`config.mk`:
```
export PLATFORM = sky130hd
export DESIGN_NAME = uart_rx_frame_check_flat
export DESIGN_NICKNAME = d
export VERILOG_FILES = /design/src/rtl/uart_rx_pkg.sv /design/src/rtl/uart_rx_frame_check_if.sv /design/src/rtl/uart_rx_sat_counter.sv /design/src/rtl/uart_rx_frame_check.sv /design/src/flat_wrapper.sv
export SDC_FILE = /design/constraint.sdc
export NUM_CORES = 1
export LEC_CHECK = 0
export CORE_MARGIN = 2
export CORE_UTILIZATION = 45
export DETAILED_ROUTE_END_ITERATION = 10
export PLACE_DENSITY = 0.79
export SLEW_MARGIN = 15
export SYNTH_ARGS = -nofsm -noshare
export SYNTH_HDL_FRONTEND = slang
export SYNTH_SLANG_ARGS = --single-unit
export TNS_END_PERCENT = 30
```
`constraint.sdc`:
```
create_clock -name CLK -period 1.7 [get_ports CLK]
set_input_delay 0.17 -clock CLK [delete_from_list [all_inputs] [get_ports CLK]]
set_output_delay 0.17 -clock CLK [all_outputs]
set_load 0.005 [all_outputs]
```
`src/rtl/uart_rx_pkg.sv`:
```
// rtl/uart_rx_pkg.sv - shared types and constants for the UART RX frame checker
package uart_rx_pkg;

    typedef enum logic [2:0] {
        ST_IDLE,
        ST_DATA,
        ST_PARITY,
        ST_STOP1,
        ST_STOP2
    } frm_state_e;

    localparam logic PAR_EVEN = 1'b0;
    localparam logic PAR_ODD  = 1'b1;

    localparam int DEF_DATA_WIDTH = 8;
    localparam int DEF_CNT_WIDTH  = 8;

endpackage

```
`src/rtl/uart_rx_frame_check_if.sv`:
```
// rtl/uart_rx_frame_check_if.sv - sampled-bit stream and per-frame config from the RX sampler/FSM
interface uart_rx_frame_check_if;

    logic frm_start;
    logic bit_en;
    logic sampled_bit;
    logic par_en;
    logic par_typ;
    logic two_stop;

    modport master (
        output frm_start, bit_en, sampled_bit, par_en, par_typ, two_stop
    );

    modport slave (
        input frm_start, bit_en, sampled_bit, par_en, par_typ, two_stop
    );

endinterface

```
`src/rtl/uart_rx_sat_counter.sv`:
```
// rtl/uart_rx_sat_counter.sv - saturating up-counter with synchronous clear priority
module uart_rx_sat_counter #(
    parameter int WIDTH = 8
) (
    input  logic             CLK,
    input  logic             RST,
    input  logic             clr,
    input  logic             inc,
    output logic [WIDTH-1:0] count
);

    always_ff @(posedge CLK or negedge RST) begin
        if (!RST) begin
            count <= '0;
        end else if (clr) begin
            count <= '0;
        end else if (inc && (count != '1)) begin
            count <= count + 1'b1;
        end
    end

endmodule

```
`src/rtl/uart_rx_frame_check.sv`:
```
// rtl/uart_rx_frame_check.sv - per-frame parity/stop checker with done pulse and error counters
module uart_rx_frame_check
    import uart_rx_pkg::*;
#(
    parameter int DATA_WIDTH = DEF_DATA_WIDTH,
    parameter int CNT_WIDTH  = DEF_CNT_WIDTH
) (
    input  logic                  CLK,
    input  logic                  RST,
    uart_rx_frame_check_if.slave  rx,
    input  logic                  cnt_clr,
    output logic                  busy,
    output logic                  par_err,
    output logic                  stp_err,
    output logic                  frm_done,
    output logic                  frm_ok,
    output logic [CNT_WIDTH-1:0]  par_err_cnt,
    output logic [CNT_WIDTH-1:0]  stp_err_cnt
);

    localparam int BW = $clog2(DATA_WIDTH);

    frm_state_e    state;
    logic [BW-1:0] bit_cnt;
    logic          acc;
    logic          par_en_l;
    logic          par_typ_l;
    logic          two_stop_l;
    logic          par_calc;
    logic          stp_final;

    assign busy      = (state != ST_IDLE);
    assign par_calc  = (acc ^ rx.sampled_bit) ? PAR_ODD : PAR_EVEN;
    assign stp_final = stp_err | ~rx.sampled_bit;

    always_ff @(posedge CLK or negedge RST) begin
        if (!RST) begin
            state      <= ST_IDLE;
            bit_cnt    <= '0;
            acc        <= 1'b0;
            par_en_l   <= 1'b0;
            par_typ_l  <= 1'b0;
            two_stop_l <= 1'b0;
            par_err    <= 1'b0;
            stp_err    <= 1'b0;
            frm_done   <= 1'b0;
            frm_ok     <= 1'b0;
        end else begin
            frm_done <= 1'b0;
            frm_ok   <= 1'b0;
            // A new start always wins, which also aborts any frame in flight.
            if (rx.frm_start) begin
                state      <= ST_DATA;
                bit_cnt    <= '0;
                acc        <= 1'b0;
                par_en_l   <= rx.par_en;
                par_typ_l  <= rx.par_typ;
                two_stop_l <= rx.two_stop;
                par_err    <= 1'b0;
                stp_err    <= 1'b0;
            end else if (rx.bit_en) begin
                case (state)
                    ST_DATA: begin
                        acc     <= acc ^ rx.sampled_bit;
                        bit_cnt <= bit_cnt + 1'b1;
                        if (bit_cnt == BW'(DATA_WIDTH - 1)) begin
                            state <= par_en_l ? ST_PARITY : ST_STOP1;
                        end
                    end
                    ST_PARITY: begin
                        par_err <= (par_calc != par_typ_l);
                        state   <= ST_STOP1;
                    end
                    ST_STOP1: begin
                        stp_err <= ~rx.sampled_bit;
                        if (two_stop_l) begin
                            state <= ST_STOP2;
                        end else begin
                            state    <= ST_IDLE;
                            frm_done <= 1'b1;
                            frm_ok   <= ~par_err & rx.sampled_bit;
                        end
                    end
                    ST_STOP2: begin
                        stp_err  <= stp_final;
                        state    <= ST_IDLE;
                        frm_done <= 1'b1;
                        frm_ok   <= ~par_err & ~stp_final;
                    end
                    default: state <= ST_IDLE;
                endcase
            end
        end
    end

    uart_rx_sat_counter #(.WIDTH(CNT_WIDTH)) u_par_cnt (
        .CLK   (CLK),
        .RST   (RST),
        .clr   (cnt_clr),
        .inc   (frm_done & par_err),
        .count (par_err_cnt)
    );

    uart_rx_sat_counter #(.WIDTH(CNT_WIDTH)) u_stp_cnt (
        .CLK   (CLK),
        .RST   (RST),
        .clr   (cnt_clr),
        .inc   (frm_done & stp_err),
        .count (stp_err_cnt)
    );

endmodule

```
`src/flat_wrapper.sv`:
```
// flat-port wrapper written by rule: the top's interface ports become plain ports
module uart_rx_frame_check_flat import uart_rx_pkg::*;
#(
    parameter int DATA_WIDTH = DEF_DATA_WIDTH,
    parameter int CNT_WIDTH  = DEF_CNT_WIDTH
)
  (CLK, RST, cnt_clr, busy, par_err, stp_err, frm_done, frm_ok, par_err_cnt, stp_err_cnt, rx_frm_start, rx_bit_en, rx_sampled_bit, rx_par_en, rx_par_typ, rx_two_stop);
  uart_rx_frame_check_if rx_i ();
  input  logic CLK;
  input  logic RST;
  input  logic cnt_clr;
  output logic busy;
  output logic par_err;
  output logic stp_err;
  output logic frm_done;
  output logic frm_ok;
  output logic [CNT_WIDTH-1:0] par_err_cnt;
  output logic [CNT_WIDTH-1:0] stp_err_cnt;
  input wire logic [$bits(rx_i.frm_start)-1:0] rx_frm_start;
  input wire logic [$bits(rx_i.bit_en)-1:0] rx_bit_en;
  input wire logic [$bits(rx_i.sampled_bit)-1:0] rx_sampled_bit;
  input wire logic [$bits(rx_i.par_en)-1:0] rx_par_en;
  input wire logic [$bits(rx_i.par_typ)-1:0] rx_par_typ;
  input wire logic [$bits(rx_i.two_stop)-1:0] rx_two_stop;
  assign rx_i.frm_start = rx_frm_start;
  assign rx_i.bit_en = rx_bit_en;
  assign rx_i.sampled_bit = rx_sampled_bit;
  assign rx_i.par_en = rx_par_en;
  assign rx_i.par_typ = rx_par_typ;
  assign rx_i.two_stop = rx_two_stop;
  uart_rx_frame_check #(.DATA_WIDTH(DATA_WIDTH), .CNT_WIDTH(CNT_WIDTH)) u_core (.CLK(CLK), .RST(RST), .rx(rx_i), .cnt_clr(cnt_clr), .busy(busy), .par_err(par_err), .stp_err(stp_err), .frm_done(frm_done), .frm_ok(frm_ok), .par_err_cnt(par_err_cnt), .stp_err_cnt(stp_err_cnt));
endmodule
```
==> key figures, run 1 <==
Logic synthesis
  – Distinct cells, synth: 39
  – Mean Syn Cell Area: just over 10 um2
  – Ys async rst share: 1.00
  – Yosys warnings: 0
  – Top cell type's share of synthesized area: 0.491
  – Count leader, synth: dfrtp_1
  – Sequential-to-total area share from yosys stat: 0.491
  – Area contributors post-synth: dfrtp_1, nor2_1, xnor2_1
  – Syn Std Cell Area: ~1500 um2
  – Number of flops mapped to enable cells by yosys: 0
  – Flop and latch count out of synthesis: 30
  – Synth Flop Type: dfrtp_1
  – Most frequent cells after synthesis: dfrtp_1, nor2_1, a21oi_1
  – Yosys top cell by area: dfrtp_1
  – Synthesized Nets: between 150 and 200
  – Post-Synthesis Cells: 150

Clocking
  – Inserted Clock Buffers: 5
  – Clock sink total: 30
  – Max Root-Sink Buffers: 2
  – Clk_lat worst skew: around 0.32 ns
  – Clk root buf: clkbuf_4
  – CTS HTree Levels: 2
  – TritonCTS clock tree: built
  – Reg clk slew, reported paths: around 0.090 ns
  – CTS Hold Bufs: 0

Die
  – Die W: approximately 62 um
  – Core Footprint: between 3000 and 4000 um2
  – Total I/O pin count: 30
  – Die area: 3880 um2
  – Placement Rows: 21
  – Die Ht: 62.3 um
  – Starting Density: 0.462

Pwr
  – Overall power: about 1.3 mW
  – Pwr dens: 622 nW/um2
  – Clock power share: 0.332
  – Sequential power share: 0.590
  – Worst VDD drop: just over 0.4 mV
  – Pint: 963 uW
  – Switching share of power: 0.230
  – Logic pwr share: 0.079
  – Switching pwr: approximately 290 uW
  – P_leak: about 0.84 nW

Run status
  – Status: completed

Global routing
  – Vias in the first global route: approximately 1300
  – Initial antenna violation count: 0
  – Tot GR Track Use: 0.185
  – Pin count of the biggest net entering global routing: 31
  – First-pass GRT wire length: roughly 5600 um
  – Total congestion overflow: 0

Placement
  – Pre-CTS WS: slightly below 0.05 ns
  – Final HPWL DP: between 2000 and 2500 um
  – DP Area: roughly 1900 um2
  – Placed Cells: around 230
  – GPL Wtd Cong: between 0.8 and 0.9
  – IO Port Bufs: 29

Timing
  – Tmin final: between 1.5 and 2 ns
  – Final setup viols: 0
  – Fmax: about 600 MHz
  – Hold Slack: 0.224 ns
  – Max-slew violation count: 0
  – Hold Fails Final Rpt: 0
  – Period utilization: 0.976
  – RSZ-0062 raised after global routing: no
  – Worst setup margin: a little over 0.04 ns
  – Worst Skew: between 0.005 and 0.006 ns
  – Setup TNS: 0 ns
  – Slew at the pin with the worst max-slew slack: approximately 0.56 ns
  – Slew headroom: 0.616

Worst setup path
  – Critical Path Source Type: register
  – Critical path peak fanout: 4
  – Critical path endpoint category: register
  – Setup CP Type: register to register
  – Critical Path AT: 1.92 ns
  – CP required: between 1.5 and 2 ns

Cells and area
  – Area Overhead vs Synth: 31.7%
  – Share of layout cells above drive strength 1: 0.158
  – Layout filler cell count: around 300
  – Cell area after layout: ~2000 um2
  – Final Net Count: 204
  – Final Non-Filler Cells: ~240
  – Antenna diodes: 0
  – Fin util: 0.608

Routing
  – Wirelength per Cell: ~14 um
  – DRC viols: 0
  – DRT iter0 DRCs: 66
  – Via density: approximately 5.5
  – Routed via count: between 1000 and 1500
  – Post-Route WL: between 3000 and 4000 um
  – ANT nets after route: 0
  – Drt pass-1 iters: 6

Flow run
  – Max Cap Viol: 0

Min path
  – HP Class: primary input to async pin
power groups by stage:
| stage | clock (mW) | sequential, mW | combinational [mW] |
|---|---|---|---|
| floorplan | 0 | 0.749 | 0.0485 |
| CTS | 0.419 | 0.738 | 0.101 |
| finish | 0.415 | 0.738 | 0.0987 |
| detailed placement | 0 | 0.752 | 0.100 |
| global route | 0.462 | 0.740 | 0.110 |
| global placement | 0 | 0.750 | 0.0957 |
area by class of cell:
type	count	area [um2]	share of cell area
Inverter	5	18.8	0.00932
Clock buffer	6	51.3	0.0255
Sequential cell	30	753	0.374
Multi-Input combinational cell	108	753	0.374
Tap cell	46	57.6	0.0286
Timing Repair Buffer	41	379	0.188
sequential cells by signal (all words and copies together), names as in the netlist:
signal / cells
u_core.acc: 1
u_core.bit_cnt: 3
u_core.frm_done: 1
u_core.frm_ok: 1
u_core.par_en_l: 1
u_core.par_err: 1
u_core.par_typ_l: 1
u_core.state: 3
u_core.stp_err: 1
u_core.two_stop_l: 1
u_core.u_par_cnt.count: 8
u_core.u_stp_cnt.count: 8
cell families after synthesis:
group,count (synthesis),synth area share
AND/OR/NAND/NOR,53,0.182
buffers and inverters,12,0.0295
adder cells (fa/ha/maj),4,0.0327
flip-flops,30,0.491
multiplexers,9,0.0622
AO/OA/AOI/OAI,32,0.145
XOR/XNOR,10,0.0573
routing by layer:
layer / GRT usage / vias up / share of wire
met5: 0 / - / 0
met4: 0.0889 / 0 / 0.018
met3: 0.0507 / 7 / 0.043
met2: 0.317 / 34 / 0.53
met1: 0.214 / 635 / 0.41
li1: - / 616 / -
critical path, cell delays in order, from the launching register on:
cell and delay, ns:
dfrtp_1 0.42, ha_4 0.18, and3_4 0.17, a21o_4 0.20
or4_4 0.48, a21oi_2 0.14
path summary, 6_finish.rpt:
path / start / endpoint / slack (ns) / cells past startpoint
max: u_core.u_par_cnt.count[0] / u_core.u_par_cnt.count[5] / 0.04 / 5
min in group CLK: rx_par_en / u_core.par_en_l / 0.45 / 2
min reg2reg: u_core.par_err / u_core.frm_ok / 0.51 / 1
max in group asynchronous: RST / u_core.state[2] / 1.18 / 2
max reg2reg: u_core.u_par_cnt.count[0] / u_core.u_par_cnt.count[5] / 0.04 / 5
min: RST / u_core.u_par_cnt.count[3] / 0.22 / 2
timing repair:
action                     CTS  global route
setup buffers                2             1
resized for setup            3             3
pin swaps                    0             1
setup endpoints to repair    1             1
cell usage in the layout (no fill, tap or decap), types with 2 or more instances in the layout:
master,count
clkdlybuf4s50_1,28
dfrtp_1,28
nor2_1,18
buf_4,12
nand2_1,9
a21oi_1,9
xnor2_1,7
inv_1,5
mux2i_1,5
nand3_1,5
clkbuf_4,5
or3_1,4
mux2_2,4
xor2_1,3
nand4_1,3
o31ai_1,3
a211oi_1,3
o21ai_0,3
ha_1,3
nand2b_1,2
nor2b_1,2
a31oi_1,2
a211o_1,2
dfrtp_2,2
(Power assumes the default switching activity.)
==> run 2, diff against run 1 <==
CORE_UTILIZATION = 46   (was 45)
PLACE_DENSITY = 0.8   (was 0.79)
==> run 2 against run 1 <==
Against the previous run:
- design area decreased by 0.31%
- clock skew is essentially flat
- total power grew 2.0%
- sequential share of layout area increased by 0.12 points
- non-clock buffer count decreased by 1
- sequential power is essentially flat
- maximum frequency rose by 1.0%
- worst setup slack better by 0.017 ns
- die area is 2.0% lower
- via count increased by 0.23%
- sequential cell count stayed put
- wire length decreased by 2.0%
==> key figures, run 2 (synthesis results as in run 1) <==
Timing
  – Setup TNS: 0 ns (unchanged)
  – Tmin final: 1.64 ns (-0.0169 ns)
  – Fmax: 609 MHz (+1.0%)
  – Slew headroom: 0.650 (+0.0346)
  – Period utilization: 0.966 (-0.00997)
  – Final setup viols: 0 (unchanged)
  – RSZ-0062 raised after global routing: no
  – Worst setup margin: 0.0574 ns (+0.0169 ns)
  – Max-slew violation count: 0 (unchanged)
  – Hold Fails Final Rpt: 0 (unchanged)
  – Slew at the pin with the worst max-slew slack: 0.511 ns (-0.0506 ns)
  – Worst Skew: 0.00593 ns (-0.0000146 ns)

Clocking
  – CTS Hold Bufs: 0 (unchanged)
  – CTS HTree Levels: 2 (unchanged)
  – Max Root-Sink Buffers: 2 (unchanged)
  – TritonCTS clock tree: built
  – Inserted Clock Buffers: 5 (unchanged)
  – Reg clk slew, reported paths: 0.09 ns (about the same)
  – Clk_lat worst skew: 0.33 ns (about the same)
  – Clock sink total: 30 (unchanged)
  – Clk root buf: clkbuf_4

Die
  – Placement Rows: 20 (-4.8%)
  – Total I/O pin count: 30 (unchanged)
  – Die W: 61.7 um (-1.0%)
  – Starting Density: 0.493 (+0.0309)
  – Die area: 3800 um2 (-2.0%)
  – Die Ht: 61.7 um (-1.0%)
  – Core Footprint: 3100 um2 (-6.3%)

Cells and area
  – Biggest regs: u_core.u_par_cnt.count (8), u_core.u_stp_cnt.count (8)
  – Layout filler cell count: 277 (-8.0%)
  – Fin util: 0.647 (+0.0387)
  – Antenna diodes: 0 (unchanged)
  – Share of layout cells above drive strength 1: 0.162 (+0.00441)
  – Most frequent cells in the layout: clkdlybuf4s50_1, dfrtp_1, nor2_1, buf_4
  – Final Net Count: 203 (-0.49%)
  – Area Overhead vs Synth: 31.3%

Worst setup path
  – Critical Path Source Type: register
  – Crit Reg-Reg Endpoint: u_core.u_par_cnt.count[5]
  – Flop-to-flop setup slack: 0.06 ns (+0.02 ns)
  – Critical Path AT: 1.92 ns (about the same)
  – Worst r2r src: u_core.u_par_cnt.count[1]
  – Critical path peak fanout: 3 (-1)
  – Critical path endpoint category: register
  – R2R cell count: 5 (unchanged)
  – CP required: 1.97 ns (about the same)
  – Setup CP Type: register to register

Global routing
  – Initial antenna violation count: 0 (unchanged)
  – Pin count of the biggest net entering global routing: 31 (unchanged)
  – Total congestion overflow: 0 (unchanged)
  – First-pass GRT wire length: 5410 um (-4.2%)
  – Tot GR Track Use: 0.201 (+0.0163)
  – Vias in the first global route: 1264 (-0.32%)

Routing
  – DRC viols: 0 (unchanged)
  – Post-Route WL: 3250 um (-2.0%)
  – ANT nets after route: 0 (unchanged)
  – DRT iter0 DRCs: 58 (-12%)
  – Routed via count: 1295 (+0.23%)
  – Drt pass-1 iters: 4 (-2)
  – Via density: 5.51 (+0.66%)
  – Wirelength per Cell: 13.8 um (-1.5%)

Placement
  – IO Port Bufs: 29 (unchanged)
  – GPL Wtd Cong: 0.854 (+1.5%)
  – Pre-CTS WS: 0.00672 ns (-0.0422 ns)
  – Final HPWL DP: 2350 um (-0.41%)

Flow run
  – Max Cap Viol: 0 (unchanged)

Min path
  – HP Class: primary input to async pin

Run status
  – Status: completed

Pwr
  – Worst VDD drop: 0.330 mV (-20%)
  – P_leak: 0.835 nW (about the same)
  – Pwr dens: 636 nW/um2 (+2.3%)
## run 2: changes by cell type in the layout (fill, tap and decap cells not counted), sizes merged
cell    before  now
clkbuf       6    7
clkinv       0    1
buf         12   11
## run 2: worst max path at each step
stage / start / to
2_1_floorplan: u_core.u_par_cnt.count[0] / u_core.u_par_cnt.count[5]
3_3_place_gp: u_core.u_par_cnt.count[0] / u_core.u_par_cnt.count[5]
3_5_place_dp: rx_bit_en / u_core.bit_cnt[2]
4_1_cts: u_core.u_par_cnt.count[0] / u_core.u_par_cnt.count[5]
5_1_grt: u_core.u_par_cnt.count[1] / u_core.u_par_cnt.count[5]
6_report: u_core.u_par_cnt.count[1] / u_core.u_par_cnt.count[5]
## run 2: timing repair
item	CTS	global route
setup buffers	2	0
resized for setup	3	3
pin swaps	0	2
hold endpoints to repair	0	0
endpoints found under the setup margin	1	1
## run 2: routing by layer
layer  vias to the layer above  GRT usage  wire length (um)  part of all wire
met3                         7     0.0525               143             0.044
met4                         0      0.106                63             0.019
met5                         -          0                 0                 0
met2                        33      0.349              1680              0.52
li1                        623          -                 -                 -
met1                       632      0.225              1370              0.42
## run 2: power breakdown
| part | switching (mW) | leakage (nW) | internal (mW) |
|---|---|---|---|
| clock | 0.241 | 0.0353 | 0.200 |
| sequential | 0.0102 | 0.402 | 0.727 |
| combinational | 0.0480 | 0.398 | 0.0503 |
| total | 0.299 | 0.835 | 0.977 |
## run 2: layout make-up
class,count,area (um2),share of cell area
repair buffers,40,372,0.185
clock buffers,7,55.1,0.0274
clock inverters,1,5.00,0.00249
multi-input cells,108,748,0.373
inverters,5,18.8,0.00935
flip-flops and latches,30,753,0.375
well taps,44,55.1,0.0274
## run 2: stage by stage
stage                     instance area [um2]  instances  hold WS [ns]  power, mW
after floorplan                          1530        150        -0.126      0.797
after global placement                   1920        225         0.497      0.846
after detailed placement                 1920        225         0.519      0.851
after CTS                                1990        235         0.219       1.30
after global routing                     2010        235         0.238       1.34
final                                    2010        235         0.210       1.28
## run 2: critical path: stages (launching register included)
cell	delay [ns]
dfrtp_1	0.40
ha_2	0.20
and3_4	0.18
a21o_4	0.21
or4_4	0.48
a21oi_2	0.12
==> run 3, diff against run 2 <==
SKIP_CTS_REPAIR_TIMING = 1   (was not set)
==> run 3 against run 2 <==
Against the previous run:
- sequential power about the same
- cell count is 1.7% higher
- critical path depth stayed put
- sequential cell count unchanged
- global-route usage decreased by 0.31 points
- total power up 0.11%
- worst hold slack gained 0.0026 ns
==> key figures, run 3 (synthesis results as in run 1) <==
Run status
  – Status: completed

Timing
  – Final setup viols: 0 (unchanged)
  – Tmin final: 1.66 ns (+0.0149 ns)
  – Hold Slack: 0.212 ns (+0.00262 ns)
  – Fmax: 603 MHz (-0.90%)
  – Worst setup margin: 0.0425 ns (-0.0149 ns)
  – Slew headroom: 0.655 (+0.00492)
  – Period utilization: 0.975 (+0.00877)
  – Max-slew violation count: 0 (unchanged)
  – Slew at the pin with the worst max-slew slack: 0.504 ns (-0.00719 ns)
  – RSZ-0062 raised after global routing: yes
  – Worst Skew: 0.00878 ns (+0.00285 ns)
  – Hold Fails Final Rpt: 0 (unchanged)

Worst setup path
  – CP required: 1.97 ns (about the same)
  – Critical path peak fanout: 3 (unchanged)
  – Critical Path Source Type: register
  – Critical path endpoint category: register
  – Critical Path AT: 1.93 ns (about the same)
  – Setup CP Type: register to register
  – R2R cell count: 5 (unchanged)

Die
  – Total I/O pin count: 30 (unchanged)
  – Core Footprint: 3100 um2 (unchanged)
  – Die W: 61.7 um (unchanged)
  – Die Ht: 61.7 um (unchanged)
  – Starting Density: 0.493 (unchanged)
  – Placement Rows: 20 (unchanged)
  – Die area: 3800 um2 (unchanged)

Clocking
  – Reg clk slew, reported paths: 0.10 ns (about the same)
  – Inserted Clock Buffers: 5 (unchanged)
  – Clk_lat worst skew: 0.33 ns (about the same)
  – Max Root-Sink Buffers: 2 (unchanged)
  – TritonCTS clock tree: built
  – Clk root buf: clkbuf_4
  – Clock sink total: 30 (unchanged)
  – CTS HTree Levels: 2 (unchanged)

Cells and area
  – FF+latch area: 753 um2 (unchanged)
  – Biggest regs: u_core.u_par_cnt.count (8), u_core.u_stp_cnt.count (8)
  – Fin util: 0.656 (+0.00927)
  – Antenna diodes: 0 (unchanged)
  – Most frequent cells in the layout: clkdlybuf4s50_1, dfrtp_1, nor2_1, buf_4
  – Final Net Count: 207 (+2.0%)
  – Layout filler cell count: 278 (+0.36%)
  – Footprint of the multi-input gates: 743 um2 (-0.67%)
  – Cell area after layout: 2040 um2 (+1.4%)
  – Area Overhead vs Synth: 33.1%
  – Share of layout cells above drive strength 1: 0.174 (+0.0121)

Global routing
  – Total congestion overflow: 0 (unchanged)
  – First-pass GRT wire length: 5330 um (-1.5%)
  – Initial antenna violation count: 0 (unchanged)
  – Vias in the first global route: 1256 (-0.63%)
  – Tot GR Track Use: 0.198 (-0.00307)
  – Pin count of the biggest net entering global routing: 31 (unchanged)

Routing
  – DRC viols: 0 (unchanged)
  – ANT nets after route: 0 (unchanged)
  – Drt pass-1 iters: 4 (unchanged)
  – Via density: 5.46 (-0.84%)
  – Wirelength per Cell: 13.7 um (-0.89%)
  – DRT iter0 DRCs: 51 (-12%)
  – Routed via count: 1306 (+0.85%)
  – Post-Route WL: 3280 um (+0.80%)

Pwr
  – P_leak: 0.858 nW (+2.8%)
  – Worst VDD drop: 0.393 mV (+19%)
  – Overall power: 1.28 mW (+0.11%)
  – Pwr dens: 628 nW/um2 (-1.3%)

Placement
  – Pre-CTS WS: 0.00672 ns (unchanged)
  – GPL Wtd Cong: 0.854 (unchanged)
  – DP Area: 1920 um2 (unchanged)
  – IO Port Bufs: 29 (unchanged)
  – Final HPWL DP: 2350 um (unchanged)

Flow run
  – Max Cap Viol: 0 (unchanged)

Min path
  – HP Class: primary input to async pin
run 3: cell types whose count changed in the layout (fill, tap and decap cells not counted), sizes merged:
| cell | previous run | this run |
|---|---|---|
| buf | 11 | 15 |
| dlygate4sd2 | 1 | 0 |
| dlymetal6s2s | 0 | 1 |
run 3: through the flow:
stage / instances / setup TNS [ns]
final: 239 / 0
after global routing: 239 / -0.0165
after CTS: 233 / -0.136
after detailed placement: 225 / 0
after global placement: 225 / 0
after floorplan: 150 / 0
run 3: final timing paths:
kind                                           start                         to  slack, ns
hold / removal                                   RST  u_core.u_par_cnt.count[5]       0.21
max in group asynchronous                        RST            u_core.state[1]       1.19
min in group CLK                           rx_par_en            u_core.par_en_l       0.45
setup reg to reg           u_core.u_par_cnt.count[1]  u_core.u_par_cnt.count[5]       0.04
hold reg to reg                      u_core.par_en_l            u_core.par_en_l       0.54
setup / recovery           u_core.u_par_cnt.count[1]  u_core.u_par_cnt.count[5]       0.04
run 3: layout make-up:
cell class | instances | share of cell area
clock buffer | 7 | 0.0270
sequential | 30 | 0.370
multi-input combinational | 108 | 0.365
clock inverter | 1 | 0.00246
timing repair buffer | 44 | 0.199
inverter | 5 | 0.00922
tap | 44 | 0.0270
run 3: worst max-delay path: stages, from the launching register on:
cell and delay (ns):
dfrtp_1 0.40, ha_2 0.20, and3_4 0.18, a21o_4 0.21
or4_4 0.48, a21oi_2 0.13
run 3: power breakdown:
| group | internal [mW] | total (mW) | switching, mW | leakage, nW |
|---|---|---|---|---|
| clock | 0.200 | 0.441 | 0.241 | 0.0353 |
| combinational | 0.0503 | 0.0991 | 0.0489 | 0.421 |
| sequential | 0.727 | 0.737 | 0.0101 | 0.402 |
| total | 0.978 | 1.28 | 0.300 | 0.858 |
run 3: layer usage:
metal / GRT usage / routed length [um] / part of all wire / vias up
li1: - / - / - / 626
met1: 0.219 / 1390 / 0.42 / 644
met2: 0.344 / 1730 / 0.53 / 34
met3: 0.0525 / 148 / 0.045 / 2
met4: 0.106 / 18 / 0.0055 / 0
met5: 0 / 0 / 0 / -
